## config.mk

```make
export PLATFORM = sky130hd
export DESIGN_NAME = mem_writeback
export DESIGN_NICKNAME = d
export VERILOG_FILES = /design/src/rtl/rv32_pkg.sv /design/src/rtl/mem_align.sv /design/src/rtl/mem_writeback.sv
export SDC_FILE = /design/constraint.sdc
export NUM_CORES = 1
export LEC_CHECK = 0
export ABC_AREA = 1
export BUFFER_PORTS_ARGS = -buffer_cell sky130_fd_sc_hd__buf_4
export CAP_MARGIN = 30
export CORE_AREA = 2 2 119 121
export DETAILED_ROUTE_END_ITERATION = 10
export DIE_AREA = 0 0 121 123
export HOLD_SLACK_MARGIN = 0.06
export MAX_ROUTING_LAYER = met4
export PLACE_DENSITY = 0.69
export REMOVE_ABC_BUFFERS = 1
export SKIP_LAST_GASP = 1
export SYNTH_ARGS = -nofsm -noshare
export SYNTH_HDL_FRONTEND = slang
export SYNTH_SLANG_ARGS = --single-unit
```

## constraint.sdc

```tcl
create_clock -name i_clk -period 4.55 [get_ports i_clk]
set_input_delay 0.2275 -clock i_clk [delete_from_list [all_inputs] [get_ports i_clk]]
set_output_delay 0.2275 -clock i_clk [all_outputs]
set_load 0.03 [all_outputs]
```

## src/rtl/rv32_pkg.sv

```systemverilog
`default_nettype none
// ============================================================================
//  Module   : rv32_pkg
//  Purpose  : Shared RV32I encodings for the memory/writeback stage:
//             operation kinds, load/store funct3 values, stage states.
//  Revision : 1.0  initial release
// ============================================================================
package rv32_pkg;

  // Operation kind handed over from execute
  localparam logic [1:0] OP_ALU   = 2'd0;
  localparam logic [1:0] OP_LOAD  = 2'd1;
  localparam logic [1:0] OP_STORE = 2'd2;
  localparam logic [1:0] OP_NONE  = 2'd3;

  // Load widths
  localparam logic [2:0] F3_LB  = 3'b000;
  localparam logic [2:0] F3_LH  = 3'b001;
  localparam logic [2:0] F3_LW  = 3'b010;
  localparam logic [2:0] F3_LBU = 3'b100;
  localparam logic [2:0] F3_LHU = 3'b101;

  // Store widths
  localparam logic [2:0] F3_SB = 3'b000;
  localparam logic [2:0] F3_SH = 3'b001;
  localparam logic [2:0] F3_SW = 3'b010;

  // Stage state: accepting new work, or waiting on the data memory
  typedef enum logic [0:0] {
    ST_IDLE = 1'b0,
    ST_MEM  = 1'b1
  } wb_state_t;

endpackage : rv32_pkg
`default_nettype wire

```

## src/rtl/mem_align.sv

```systemverilog
`default_nettype none
// ============================================================================
//  Module   : mem_align
//  Purpose  : Combinational helpers for the memory stage: legality/alignment
//             fault check and store strobe/replication for the operation
//             being accepted, plus load lane extraction and extension for
//             the operation in flight.
//  Revision : 1.0  initial release
// ============================================================================
module mem_align
  import rv32_pkg::*;
(
  input  logic [1:0]  op,
  input  logic [2:0]  funct3,
  input  logic [1:0]  addr_lo,
  input  logic [31:0] store_data,
  input  logic [2:0]  ld_funct3,
  input  logic [1:0]  ld_addr_lo,
  input  logic [31:0] rdata,
  output logic        fault,
  output logic [3:0]  st_wstrb,
  output logic [31:0] st_wdata,
  output logic [31:0] ld_data
);

  logic [7:0]  ld_byte;
  logic [15:0] ld_half;

  // Fault: illegal width encoding or address not aligned to the access size
  always_comb begin
    fault = 1'b0;
    if (op == OP_LOAD) begin
      case (funct3)
        F3_LB, F3_LBU: fault = 1'b0;
        F3_LH, F3_LHU: fault = addr_lo[0];
        F3_LW:         fault = (addr_lo != 2'b00);
        default:       fault = 1'b1;
      endcase
    end else if (op == OP_STORE) begin
      case (funct3)
        F3_SB:   fault = 1'b0;
        F3_SH:   fault = addr_lo[0];
        F3_SW:   fault = (addr_lo != 2'b00);
        default: fault = 1'b1;
      endcase
    end
  end

  // Store: byte enables follow the addressed lanes, data replicated across lanes
  always_comb begin
    st_wstrb = 4'b0000;
    st_wdata = 32'd0;
    case (funct3)
      F3_SB: begin
        st_wstrb = 4'b0001 << addr_lo;
        st_wdata = {4{store_data[7:0]}};
      end
      F3_SH: begin
        st_wstrb = addr_lo[1] ? 4'b1100 : 4'b0011;
        st_wdata = {2{store_data[15:0]}};
      end
      F3_SW: begin
        st_wstrb = 4'b1111;
        st_wdata = store_data;
      end
      default: begin
        st_wstrb = 4'b0000;
        st_wdata = 32'd0;
      end
    endcase
  end

  // Load: pick the addressed lane and sign- or zero-extend it
  always_comb begin
    ld_byte = 8'd0;
    ld_half = 16'd0;
    ld_data = rdata;
    case (ld_addr_lo)
      2'd0:    ld_byte = rdata[7:0];
      2'd1:    ld_byte = rdata[15:8];
      2'd2:    ld_byte = rdata[23:16];
      default: ld_byte = rdata[31:24];
    endcase
    ld_half = ld_addr_lo[1] ? rdata[31:16] : rdata[15:0];
    case (ld_funct3)
      F3_LB:   ld_data = {{24{ld_byte[7]}}, ld_byte};
      F3_LBU:  ld_data = {24'd0, ld_byte};
      F3_LH:   ld_data = {{16{ld_half[15]}}, ld_half};
      F3_LHU:  ld_data = {16'd0, ld_half};
      default: ld_data = rdata;
    endcase
  end

endmodule : mem_align
`default_nettype wire

```

## src/rtl/mem_writeback.sv

```systemverilog
`default_nettype none
// ============================================================================
//  Module   : mem_writeback
//  Purpose  : RV32I memory-access and writeback stage. Sole driver of the
//             register file write port; address 0 means "no write".
//  Revision : 1.0  initial release
// ============================================================================
module mem_writeback
  import rv32_pkg::*;
(
  input  logic        i_clk,
  input  logic        i_rst,
  input  logic        i_valid,
  output logic        o_ready,
  input  logic [1:0]  i_op,
  input  logic [2:0]  i_funct3,
  input  logic [4:0]  i_rd,
  input  logic [31:0] i_result,
  input  logic [31:0] i_store_data,
  output logic        o_mem_req,
  output logic        o_mem_we,
  output logic [31:0] o_mem_addr,
  output logic [31:0] o_mem_wdata,
  output logic [3:0]  o_mem_wstrb,
  input  logic        i_mem_ack,
  input  logic [31:0] i_mem_rdata,
  output logic [4:0]  o_rf_waddr,
  output logic [31:0] o_rf_wdata,
  output logic        o_fault
);

  wb_state_t   state;
  logic [4:0]  lat_rd;
  logic [2:0]  lat_funct3;
  logic [1:0]  lat_addr_lo;
  logic        lat_is_load;

  logic        acc_fault;
  logic [3:0]  acc_wstrb;
  logic [31:0] acc_wdata;
  logic [31:0] ld_data;

  // Ready is combinational so execute sees the stage free in the cycle after an ack
  assign o_ready = !i_rst && (state == ST_IDLE);

  mem_align u_align (
    .op         (i_op),
    .funct3     (i_funct3),
    .addr_lo    (i_result[1:0]),
    .store_data (i_store_data),
    .ld_funct3  (lat_funct3),
    .ld_addr_lo (lat_addr_lo),
    .rdata      (i_mem_rdata),
    .fault      (acc_fault),
    .st_wstrb   (acc_wstrb),
    .st_wdata   (acc_wdata),
    .ld_data    (ld_data)
  );

  // Stage FSM with registered memory, writeback and fault outputs
  always_ff @(posedge i_clk) begin
    if (i_rst) begin
      state       <= ST_IDLE;
      lat_rd      <= 5'd0;
      lat_funct3  <= 3'd0;
      lat_addr_lo <= 2'd0;
      lat_is_load <= 1'b0;
      o_mem_req   <= 1'b0;
      o_mem_we    <= 1'b0;
      o_mem_addr  <= 32'd0;
      o_mem_wdata <= 32'd0;
      o_mem_wstrb <= 4'd0;
      o_rf_waddr  <= 5'd0;
      o_rf_wdata  <= 32'd0;
      o_fault     <= 1'b0;
    end else begin
      // Writeback and fault are single-cycle events unless set below
      o_rf_waddr <= 5'd0;
      o_rf_wdata <= 32'd0;
      o_fault    <= 1'b0;

      if (state == ST_IDLE) begin
        if (i_valid) begin
          if (i_op == OP_ALU) begin
            o_rf_waddr <= i_rd;
            o_rf_wdata <= (i_rd == 5'd0) ? 32'd0 : i_result;
          end else if (i_op == OP_LOAD || i_op == OP_STORE) begin
            if (acc_fault) begin
              o_fault <= 1'b1;
            end else begin
              lat_rd      <= i_rd;
              lat_funct3  <= i_funct3;
              lat_addr_lo <= i_result[1:0];
              lat_is_load <= (i_op == OP_LOAD);
              o_mem_req   <= 1'b1;
              o_mem_we    <= (i_op == OP_STORE);
              o_mem_addr  <= {i_result[31:2], 2'b00};
              o_mem_wdata <= (i_op == OP_STORE) ? acc_wdata : 32'd0;
              o_mem_wstrb <= (i_op == OP_STORE) ? acc_wstrb : 4'd0;
              state       <= ST_MEM;
            end
          end
        end
      end else begin
        if (i_mem_ack) begin
          o_mem_req   <= 1'b0;
          o_mem_we    <= 1'b0;
          o_mem_addr  <= 32'd0;
          o_mem_wdata <= 32'd0;
          o_mem_wstrb <= 4'd0;
          if (lat_is_load && lat_rd != 5'd0) begin
            o_rf_waddr <= lat_rd;
            o_rf_wdata <= ld_data;
          end
          state <= ST_IDLE;
        end
      end
    end
  end

endmodule : mem_writeback
`default_nettype wire

```

==> results.toml <==
[clock_tree]
cts-htree-levels = 4
post_cts_buffers = 0
clockBufferDepth = 2
cts_buffers = 17
cts_tree = "built"
path_clk_slew_ns = 0.06
clock-sinks = 118
cts-root-buf = "clkbuf_16"
clk_latency_ns = 0.42

[floorplanning]
die_x_um = 121
dieArea_sq_um = 14900
start_util_pct = 44.2
core_sq_um = 13600
top_level_ports = 219
row_count = 43
die_h_um = 123

[yosys]
synthTopCellsByArea = "dfxtp_1, nand2_1, a21oi_1, nand3_1, nor2_1"
synth_warnings = 0
synth_edf_count = 0
netlist_instances = 901
synth_most_common_cell = "nand2_1"
synthesis.area_sq_um = 6010
ys_ff_latch = 118
syn_avg_cell_area_sq_um = 6.67
yosysSeqAreaShare_pct = 39.3
synth.top_cell.area_share_pct = 39.3
synthArstFlopShare_pct = 0
ys_types = 35
synth_top_flop_cell = "dfxtp_1"
yosysTopAreaCell = "dfxtp_1"
ys_top_cells_by_count = "nand2_1, a21oi_1, dfxtp_1"

[pwr]
peakVddDrop_v = 0.000226
pwr-share-seq_pct = 36.3
p_clk_share_pct = 49.5
total_leakage_power_nw = 3.61
switching_power_uw = 751
internal_power_mw = 2.23
p_comb_share_pct = 14.2
powerDensity_nw_per_um2 = 362
swShare_pct = 25.2

[critical_path]
r2r_cells = 7
criticalPathCategory = "reg -> reg"
crit_required_ns = 4.82
reg2reg_slack_ns = 1.58
r2r-start = "lat_funct3[1]$_SDFFE_PP0P_"
startpoint_type = "flop"
cp_max_fo = 30
r2r-end = "o_rf_wdata[30]$_SDFF_PP0_"
crit_arrival_ns = 3.24
endpoint_kind = "flop"

[grt]
grt_max_degree = 70
antenna_found_initial = 0
overflow = 0
grtUsageMet2_pct = 42.3
grt_first_pass_wirelength_um = 30300
grt.met1_usage_pct = 33.0
top_usage_layer = "met2"
grt_pass1_vias = 6159
track_usage_pct = 26.4
use_met3_pct = 6.23

[worst_hold_path]
worstHoldPathCells = 3
hp-start = "i_result[20]"
min_to = "o_rf_wdata[20]$_SDFF_PP0_"
hp-class = "in -> reg"

[sta]
layout_min_cycle_time_ns = 2.97
skew_ns = 0.0116
finalWorstSetupSlack_ns = 1.58
rsz0062_at_grt = "no"
tightest_slew_ns = 0.969
setup-tns-final_ns = 0
hold_viol_final = 0
final-setup-viol-count = 0
relSlewSlack_pct = 35.3
report.final.slew_viol_count = 0
layout_worst_path_cycle_share_pct = 65.3
fmax_ghz = 0.336

[detailed_routing]
drt_iter0_drc = 603
vias = 6589
dr.pass1.iters = 5
drtAntennaViolNets = 0
drc_errors = 0
routedWlPerCell_um = 15.1
avgViaCountPerCell = 5.19
drt_wl_total_um = 19100

[finish]
fill_cells = 1335
multi_input_area_sq_um = 3100
final_nets = 1191
area_growth_syn_to_layout_pct = 37.0
regArea_sq_um = 2360
finish.instance_area_sq_um = 8240
fin_cells = 1270
layout-drive-gt1-share_pct = 26.4
n_antenna_cell = 0

[status]
status = "finished clean"

[placed_design]
io_buffers = 216
dp_cells = 1238
dp_slack_ns = 1.28
placed_area_sq_um = 7580
hpwl_um = 13000
place.gp.congestion = 0.916

[job]
cap_violations = 0
## cell families after synthesis
logic type	synth area share, %
and+or+nand+nor	32.3
AOI/OAI and AO/OA	18.3
buffers and inverters	9.45
DFF	39.3
adders and majority gates	0.624
other	0.0624
## metrics by stage
stage,hold WS (ns),power [mW],util (%)
global route,0.0755,3.08,60.5
global placement,0.456,1.52,55.6
CTS,0.0650,3.00,60.5
detailed placement,0.462,1.52,55.7
floorplan,0.290,1.32,-
finish,0.0804,2.98,60.5
## power groups by stage
stage,clock network (mW),logic [mW],registers [mW]
2_1_floorplan,0,0.171,1.15
3_3_place_gp,0,0.417,1.10
3_5_place_dp,0,0.421,1.10
4_1_cts,1.49,0.423,1.08
5_1_grt,1.54,0.463,1.08
6_report,1.48,0.423,1.08
## routing by layer
layer,vias to the layer above,wire length (um)
li1,3297,-
met1,2994,8230
met2,268,8990
met3,30,1570
met4,0,340
met5,-,0
## layout by cell type, fill, tap and decap left out, types with 4 or more instances in the layout
| master | instances |
|---|---|
| nor4_1 | 8 |
| o21bai_1 | 4 |
| buf_4 | 221 |
| nand2_2 | 11 |
| a211oi_1 | 7 |
| nand3_1 | 91 |
| o21ai_0 | 28 |
| a21oi_1 | 143 |
| inv_2 | 5 |
| dfxtp_1 | 118 |
| clkbuf_16 | 17 |
| inv_1 | 49 |
| bufinv_16 | 5 |
| a21oi_2 | 10 |
| nand2_1 | 243 |
| nor3_1 | 12 |
| nor2_1 | 83 |
## how the worst max path moves through the flow
stage | startpoint | endpoint | slack [ns] | depth (start not counted)
after floorplan | state$_SDFF_PP0_ | o_mem_addr[10]$_SDFFE_PP0P_ | 0.80 | 7
after global placement | i_op[0] | o_mem_addr[19]$_SDFFE_PP0P_ | 1.36 | 10
after detailed placement | i_op[0] | o_mem_addr[7]$_SDFFE_PP0P_ | 1.28 | 10
after CTS | lat_funct3[1]$_SDFFE_PP0P_ | o_rf_wdata[30]$_SDFF_PP0_ | 1.64 | 7
after global routing | i_op[0] | o_mem_addr[28]$_SDFFE_PP0P_ | 1.34 | 10
final | lat_funct3[1]$_SDFFE_PP0P_ | o_rf_wdata[30]$_SDFF_PP0_ | 1.58 | 7
## area by class of cell
| type | count | share of cell area [%] |
|---|---|---|
| Sequential cell | 118 | 28.7 |
| Tap cell | 180 | 2.73 |
| Clock buffer | 23 | 5.80 |
| Inverter | 57 | 2.63 |
| Clock inverter | 8 | 2.07 |
| Timing Repair Buffer | 223 | 20.4 |
| Multi-Input combinational cell | 661 | 37.6 |
## registers in the layout (all words and copies together) (netlist names)
register,count
lat_addr_lo,2
state,1
o_mem_wstrb,4
o_rf_wdata,32
o_fault,1
o_mem_req,1
o_mem_we,1
lat_is_load,1
o_mem_wdata,32
lat_funct3,3
o_mem_addr,30
o_rf_waddr,5
lat_rd,5
## timing repair
| item | in CTS | in global routing |
|---|---|---|
| gates resized for setup | 0 | 0 |
| hold endpoints to repair | 1 | 0 |
| hold buffers | 1 | 0 |
## critical path, stage by stage (launching register included)
cell and delay, ns:
dfxtp_1 0.86, inv_1 0.68, nand2_1 0.49, inv_1 0.13
nand3_1 0.15, nand3_4 0.25, nand2_2 0.18, a21oi_2 0.06
(Power assumes the default switching activity.)
